$ cat config.mk
export PLATFORM = sky130hd
export DESIGN_NAME = hex_operand_editor
export DESIGN_NICKNAME = d
export VERILOG_FILES = /design/src/rtl/hex_operand_editor.sv
export SDC_FILE = /design/constraint.sdc
export NUM_CORES = 1
export LEC_CHECK = 0
export ABC_AREA = 1
export CAP_MARGIN = 25
export CORE_UTILIZATION = 44
export DETAILED_ROUTE_END_ITERATION = 7
export GPL_TIMING_DRIVEN = 0
export PLACE_DENSITY = 0.74
export SLEW_MARGIN = 20
export SYNTH_ARGS = -nofsm -noshare
export SYNTH_HDL_FRONTEND = slang
export SYNTH_SLANG_ARGS = --single-unit
$ cat constraint.sdc
create_clock -name clk -period 7.4 [get_ports clk]
set_input_delay 0.74 -clock clk [delete_from_list [all_inputs] [get_ports clk]]
set_output_delay 0.74 -clock clk [all_outputs]
set_load 0.1 [all_outputs]
$ cat src/rtl/hex_operand_editor.sv
// hex_operand_editor: push-button hex editor for NUM_REGS operand registers.
// Define HEX_EDIT_AUTOREPEAT_EN to enable hold-to-repeat on the digit buttons.
module hex_operand_editor #(
    parameter int WIDTH = 32,
    parameter int NUM_REGS = 2,
    parameter logic [NUM_REGS*WIDTH-1:0] INIT_VALS =
        {32'h12345678, 32'h87654321},
    parameter int DB_CYCLES = 16,
    parameter int REPEAT_DELAY = 64,
    parameter int REPEAT_PERIOD = 16,
    localparam int DIGITS = WIDTH / 4,
    localparam int SEL_W = (NUM_REGS > 1) ? $clog2(NUM_REGS) : 1,
    localparam int CUR_W = (DIGITS > 1) ? $clog2(DIGITS) : 1
) (
    input  logic                      clk,
    input  logic                      rst_n,
    input  logic [3:0]                btn,
    input  logic                      edit_en,
    input  logic [SEL_W-1:0]          sel,
    output logic [NUM_REGS*WIDTH-1:0] regs_flat,
    output logic [CUR_W-1:0]          cursor,
    output logic [DIGITS-1:0]         blink,
    output logic                      edit_pulse
);

    localparam int DB_W = $clog2(DB_CYCLES + 1);

    if ((WIDTH % 4) != 0 || NUM_REGS < 1 || DB_CYCLES < 1 ||
        REPEAT_DELAY < 1 || REPEAT_PERIOD < 1) begin : g_param_check
        $error("hex_operand_editor: illegal parameter set");
    end

    logic [WIDTH-1:0] regs [NUM_REGS];
    logic [3:0]       s1, s2, acc, acc_d, rise_q, armed;
    logic [1:0]       warm;
    logic [DB_W-1:0]  cnt [4];
    logic             sel_ok;
    logic             cur_up, cur_dn, dig_up, dig_dn, do_edit;
    logic [3:0]       nib, nib_new;
    logic             rpt_fire, rpt_up;

    assign sel_ok = int'({1'b0, sel}) < NUM_REGS;

    // Synchronise raw buttons; warm marks when s2 holds real samples
    always_ff @(posedge clk) begin
        if (!rst_n) begin
            s1   <= '0;
            s2   <= '0;
            warm <= '0;
        end else begin
            s1   <= btn;
            s2   <= s1;
            warm <= {warm[0], 1'b1};
        end
    end

    // Debounce: accept a new level after DB_CYCLES consecutive differing cycles
    always_ff @(posedge clk) begin
        for (int i = 0; i < 4; i++) begin
            if (!rst_n) begin
                acc[i] <= 1'b0;
                cnt[i] <= '0;
            end else if (s2[i] == acc[i]) begin
                cnt[i] <= '0;
            end else if (cnt[i] == DB_W'(DB_CYCLES - 1)) begin
                acc[i] <= s2[i];
                cnt[i] <= '0;
            end else begin
                cnt[i] <= cnt[i] + 1'b1;
            end
        end
    end

    // Registered press strobe; a button held through reset stays disarmed until released
    always_ff @(posedge clk) begin
        if (!rst_n) begin
            acc_d  <= '0;
            rise_q <= '0;
            armed  <= '0;
        end else begin
            acc_d  <= acc;
            rise_q <= acc & ~acc_d & armed;
            armed  <= armed | ({4{warm[1]}} & ~s2);
        end
    end

`ifdef HEX_EDIT_AUTOREPEAT_EN
    localparam int RPT_MAX = (REPEAT_DELAY > REPEAT_PERIOD) ?
                             REPEAT_DELAY : REPEAT_PERIOD;
    localparam int RPT_W = $clog2(RPT_MAX + 1);

    logic             rpt_on, rpt_first, rpt_held;
    logic [RPT_W-1:0] rpt_cnt, rpt_lim;

    // Repeat strobe while the digit button that started the run stays held
    always_comb begin
        rpt_lim  = rpt_first ? RPT_W'(REPEAT_DELAY - 1) :
                               RPT_W'(REPEAT_PERIOD - 1);
        rpt_held = rpt_up ? acc[2] : acc[3];
        rpt_fire = rpt_on & rpt_held & (rpt_cnt == rpt_lim);
    end

    // Repeat timer: restarted by each accepted digit press, stopped by release
    always_ff @(posedge clk) begin
        if (!rst_n) begin
            rpt_on    <= 1'b0;
            rpt_first <= 1'b0;
            rpt_up    <= 1'b0;
            rpt_cnt   <= '0;
        end else if (rise_q[2] | rise_q[3]) begin
            rpt_on    <= 1'b1;
            rpt_first <= 1'b1;
            rpt_up    <= rise_q[2];
            rpt_cnt   <= '0;
        end else if (!rpt_held) begin
            rpt_on    <= 1'b0;
        end else if (rpt_on) begin
            if (rpt_cnt == rpt_lim) begin
                rpt_cnt   <= '0;
                rpt_first <= 1'b0;
            end else begin
                rpt_cnt <= rpt_cnt + 1'b1;
            end
        end
    end
`else
    assign rpt_fire = 1'b0;
    assign rpt_up   = 1'b0;
`endif

    // Decode actions and compute the edited nibble from the pre-move cursor
    always_comb begin
        cur_up  = rise_q[0] & edit_en;
        cur_dn  = rise_q[1] & ~rise_q[0] & edit_en;
        dig_up  = rise_q[2] | (rpt_fire & rpt_up);
        dig_dn  = ~dig_up & (rise_q[3] | (rpt_fire & ~rpt_up));
        do_edit = (dig_up | dig_dn) & edit_en & sel_ok;
        nib     = '0;
        for (int k = 0; k < NUM_REGS; k++) begin
            if (SEL_W'(k) == sel) nib = regs[k][{cursor, 2'b00} +: 4];
        end
        nib_new = dig_up ? nib + 4'd1 : nib - 4'd1;
    end

    // Register file, cursor and edit strobe
    always_ff @(posedge clk) begin
        if (!rst_n) begin
            for (int k = 0; k < NUM_REGS; k++) begin
                regs[k] <= INIT_VALS[k*WIDTH +: WIDTH];
            end
            cursor     <= '0;
            edit_pulse <= 1'b0;
        end else begin
            edit_pulse <= do_edit;
            for (int k = 0; k < NUM_REGS; k++) begin
                if (do_edit && SEL_W'(k) == sel) begin
                    regs[k][{cursor, 2'b00} +: 4] <= nib_new;
                end
            end
            if (cur_up) begin
                cursor <= (cursor == CUR_W'(DIGITS - 1)) ? '0 : cursor + 1'b1;
            end else if (cur_dn) begin
                cursor <= (cursor == '0) ? CUR_W'(DIGITS - 1) : cursor - 1'b1;
            end
        end
    end

    for (genvar k = 0; k < NUM_REGS; k++) begin : g_flat
        assign regs_flat[k*WIDTH +: WIDTH] = regs[k];
    end

    // Highlight the cursor digit only while an in-range register is editable
    always_comb begin
        blink = '0;
        if (edit_en && sel_ok) blink[cursor] = 1'b1;
    end

endmodule

==> impl_results.md, run 1 <==
* Outcome: finished clean
* Slowest cell on crit path: clkdlybuf4s50_1
* Chip height at 112.8 microns
* Fin area at 7051 sq um
* Worst path cell trace: buf_4 -> clkbuf_1 -> nand2_1 -> nor2_1 -> clkdlybuf4s50_1
* Async SR Flop Fraction at 0
* Cts repair resizes at 0
* Global route overflow at 0
* Fin Clk Skew at 0.01058 ns
* Final number of hold-violating endpoints at 0
* Fmax at 261.8 MHz
* Leak at 2.904 nW
* CP peak stage delay at 1.14 ns
* I/O pin count at 84
* Cell Area, Synth at 5399 sq um
* Global Route Usage Sum at 0.2369
* Root buffer cell: clkbuf_16
* Final net count at 727
* Detailed Routing Iterations Pass 1 at 5
* Layout cells sized above 1 at 0.08799
* Psw at 427.1 uW
* Crit end category: output pin
* HP Class: reg2reg
* First-pass GRT wire length at 22.23 mm
* EDFF count, synth at 84
* Commonest non-fill, non-tap cell in the layout: nand2_1
* Worst setup margin at 3.580 ns
* Clock Pin Slew Worst Setup and Hold Paths at 0.05 ns
* Wirelength per Cell at 16.63 microns
* Reg2reg path depth at 9
* Final setup vio count at 0
* Synth cell types at 39
* Starting density of the core at 0.4514
* Critical path arrival at 3.08 ns
* Hold buffers post-CTS at 0
* Fin util at 0.5894
* Clock sink count at 114
* IO Port Bufs at 82
* Antenna cells at 0
* Rows at 40
* Sw frac at 0.2607
* Least-Margin Pin Slew at 1.036 ns
* TritonCTS buffer count at 17
* Critical Path Fanout Max at 10
* Sequential fraction of the synthesis area at 0.5784
* HPWL Detailed at 10.76 mm
* Final Non-Filler Cells at 863
* H-tree Lvls at 4
* Slew HR at 0.3045
* Final period utilization at 0.5162
* Die width at 112.8 microns
* Combinational power share at 0.091
* Syn-to-layout area delta at 30.59%
* Flops & latches, synth at 114
* Initial drt markers at 302
* Min Clock Period, post-route at 3.820 ns
* Pint at 1.211 mW
* Maximum vdd drop at 0.1254 mV
* DP Area at 6475 sq um
* Worst-skew pair later-pin latency at 0.41 ns
* Clk buf depth at 2
* Initial antenna violation count at 0
* Via Count at 4,484
* Full die area at 12,720 sq um
* CTS tree: built
* Overall routed net length at 14.35 mm
* Gpl congestion at 0.9173
* Clock power share at 0.475
* Cell Pwr Density at 232.4 nW/um^2
* Post-DRT Antenna Nets at 0
* Placed insts at 831
* CP required at 6.66 ns
* Sequential share of power at 0.434
* Syn Inst Count at 583
* Critical setup path kind: reg2out
* Area of the core at 11,960 sq um
* Synth Flop Type: edfxtp_1
* Setup TNS at 0 ns
* Pin count of the biggest net entering global routing at 17
* DR DRC count at 0
* Max Cap Viol at 0
* Most frequent cells in the layout: nand2_1, nor2_1, edfxtp_1
* Worst hold stages at 1
* Post-Syn Area per Cell at 9.261 sq um
* Yosys synthesis warning count at 0
* Setup Fix Bufs, Post-CTS at 0
* Place WS at 3.352 ns
* Final hold slack at 0.3925 ns
* Vias per cell at 5.196
* RSZ-0062 raised after global routing: false
* Power Total at 1.638 mW
* Vias in the first global route at 4,276
* Slew Limit Fails at 0
* Critical Path Source Type: register
[kinds of logic after synthesis]
logic type	synth area share
other	0.0006946
buffers and inverters	0.07717
AND/OR/NAND/NOR	0.2093
multiplexers	0.001854
adder cells (fa/ha/maj)	0.03847
AO/OA/AOI/OAI	0.09085
XOR/XNOR	0.003245
flip-flops	0.5784
[Yosys cell counts (2+ instances only)]
cell | n | share of area
nand2_1 | 118 | 0.082
nor2_1 | 86 | 0.060
edfxtp_1 | 84 | 0.47
inv_1 | 78 | 0.054
o21ai_0 | 47 | 0.044
dfxtp_1 | 30 | 0.11
nand3_1 | 25 | 0.023
a21oi_1 | 22 | 0.020
ha_1 | 15 | 0.035
clkbuf_1 | 8 | 0.0056
nand2_2 | 7 | 0.0081
nor3_1 | 7 | 0.0065
o22ai_1 | 7 | 0.0081
buf_4 | 4 | 0.0056
nor3b_1 | 4 | 0.0056
o211ai_1 | 4 | 0.0056
o21bai_1 | 4 | 0.0056
buf_2 | 3 | 0.0028
inv_2 | 3 | 0.0021
nand3_2 | 3 | 0.0056
buf_6 | 2 | 0.0042
nand2_4 | 2 | 0.0042
nand4_1 | 2 | 0.0023
nor2_4 | 2 | 0.0042
o31ai_1 | 2 | 0.0028
[registers in the layout, summed over array words and instances, names as in the netlist]
| register | cells |
|---|---|
| armed | 4 |
| acc_d | 4 |
| acc | 4 |
| warm | 2 |
| rise_q | 4 |
| s1 | 4 |
| cnt | 20 |
| s2 | 4 |
| regs | 64 |
| edit_pulse | 1 |
| cursor | 3 |
[metal layers]
layer | part of all wire | track usage | vias up
li1 | - | - | 2151
met1 | 0.41 | 0.2804 | 2095
met2 | 0.49 | 0.4066 | 202
met3 | 0.072 | 0.05678 | 36
met4 | 0.031 | 0.1138 | 0
met5 | 0 | 0 | -
[final cells by class]
cell class              count  area (sq um)
clock inverters            12         92.59
inverters                  83         319.1
clock buffers              20         483.0
fillers                  1064          4911
multi-input cells         388          1931
plain buffers              17         97.59
well taps                 147         183.9
flip-flops and latches    114          3123
repair buffers             82         820.8
[worst max-delay path: cells and delay by family (launching register included)]
family | cells | cell delay [ns]
buf+inv | 3 | 1.89
flops | 1 | 0.35
simple gates | 2 | 0.41
[final timing paths]
path         startpoint           to  slack (ns)
max           cursor[0]     blink[1]        3.58
min            acc_d[2]    rise_q[2]        0.39
max reg2reg   cursor[0]  regs[0][26]        3.78
min reg2reg    acc_d[2]    rise_q[2]        0.39
[power groups by stage]
stage	sequential, mW	combinational [mW]	clock, mW
global placement	0.723	0.147	0
floorplan	0.779	0.0519	0
global route	0.713	0.159	0.814
CTS	0.711	0.149	0.782
finish	0.711	0.150	0.778
detailed placement	0.724	0.149	0
(Power assumes the default switching activity.)
==> run 2, diff against run 1 <==
==> constraint.sdc (replaced) <==
create_clock -name clk -period 3.8 [get_ports clk]
set_input_delay 0.38 -clock clk [delete_from_list [all_inputs] [get_ports clk]]
set_output_delay 0.38 -clock clk [all_outputs]
set_load 0.1 [all_outputs]
==> results of run 2 <==
The final DEF is identical to that of run 1. Status: finished clean.
Main changes from that run: setup slack after placement 3.352 ns -> 0.1116 ns; clock-pin slew on the worst setup and hold paths 0.05 ns -> 0.06 ns; setup slack after layout 3.580 ns -> 0.1841 ns; end point of the critical path blink[1] -> regs[0][26]; register-to-register setup slack 3.78 ns -> 0.18 ns; total power 1.638 mW -> 3.191 mW; worst IR drop on VDD 0.1254 mV -> 0.2441 mV
==> run 3, diff against run 2 <==
--- a/config.mk
+++ b/config.mk
@@ -8,6 +8,7 @@
 export ABC_AREA = 1
 export CAP_MARGIN = 25
 export CORE_UTILIZATION = 44
+export CTS_CLUSTER_SIZE = 16
 export DETAILED_ROUTE_END_ITERATION = 7
 export GPL_TIMING_DRIVEN = 0
 export PLACE_DENSITY = 0.74
==> results of run 3 <==
The final DEF is identical to that of run 1. Status: finished clean.
Main changes from that run: setup slack after placement 3.352 ns -> 0.1116 ns; clock-pin slew on the worst setup and hold paths 0.05 ns -> 0.06 ns; setup slack after layout 3.580 ns -> 0.1841 ns; end point of the critical path blink[1] -> regs[0][26]; register-to-register setup slack 3.78 ns -> 0.18 ns; total power 1.638 mW -> 3.191 mW; worst IR drop on VDD 0.1254 mV -> 0.2441 mV
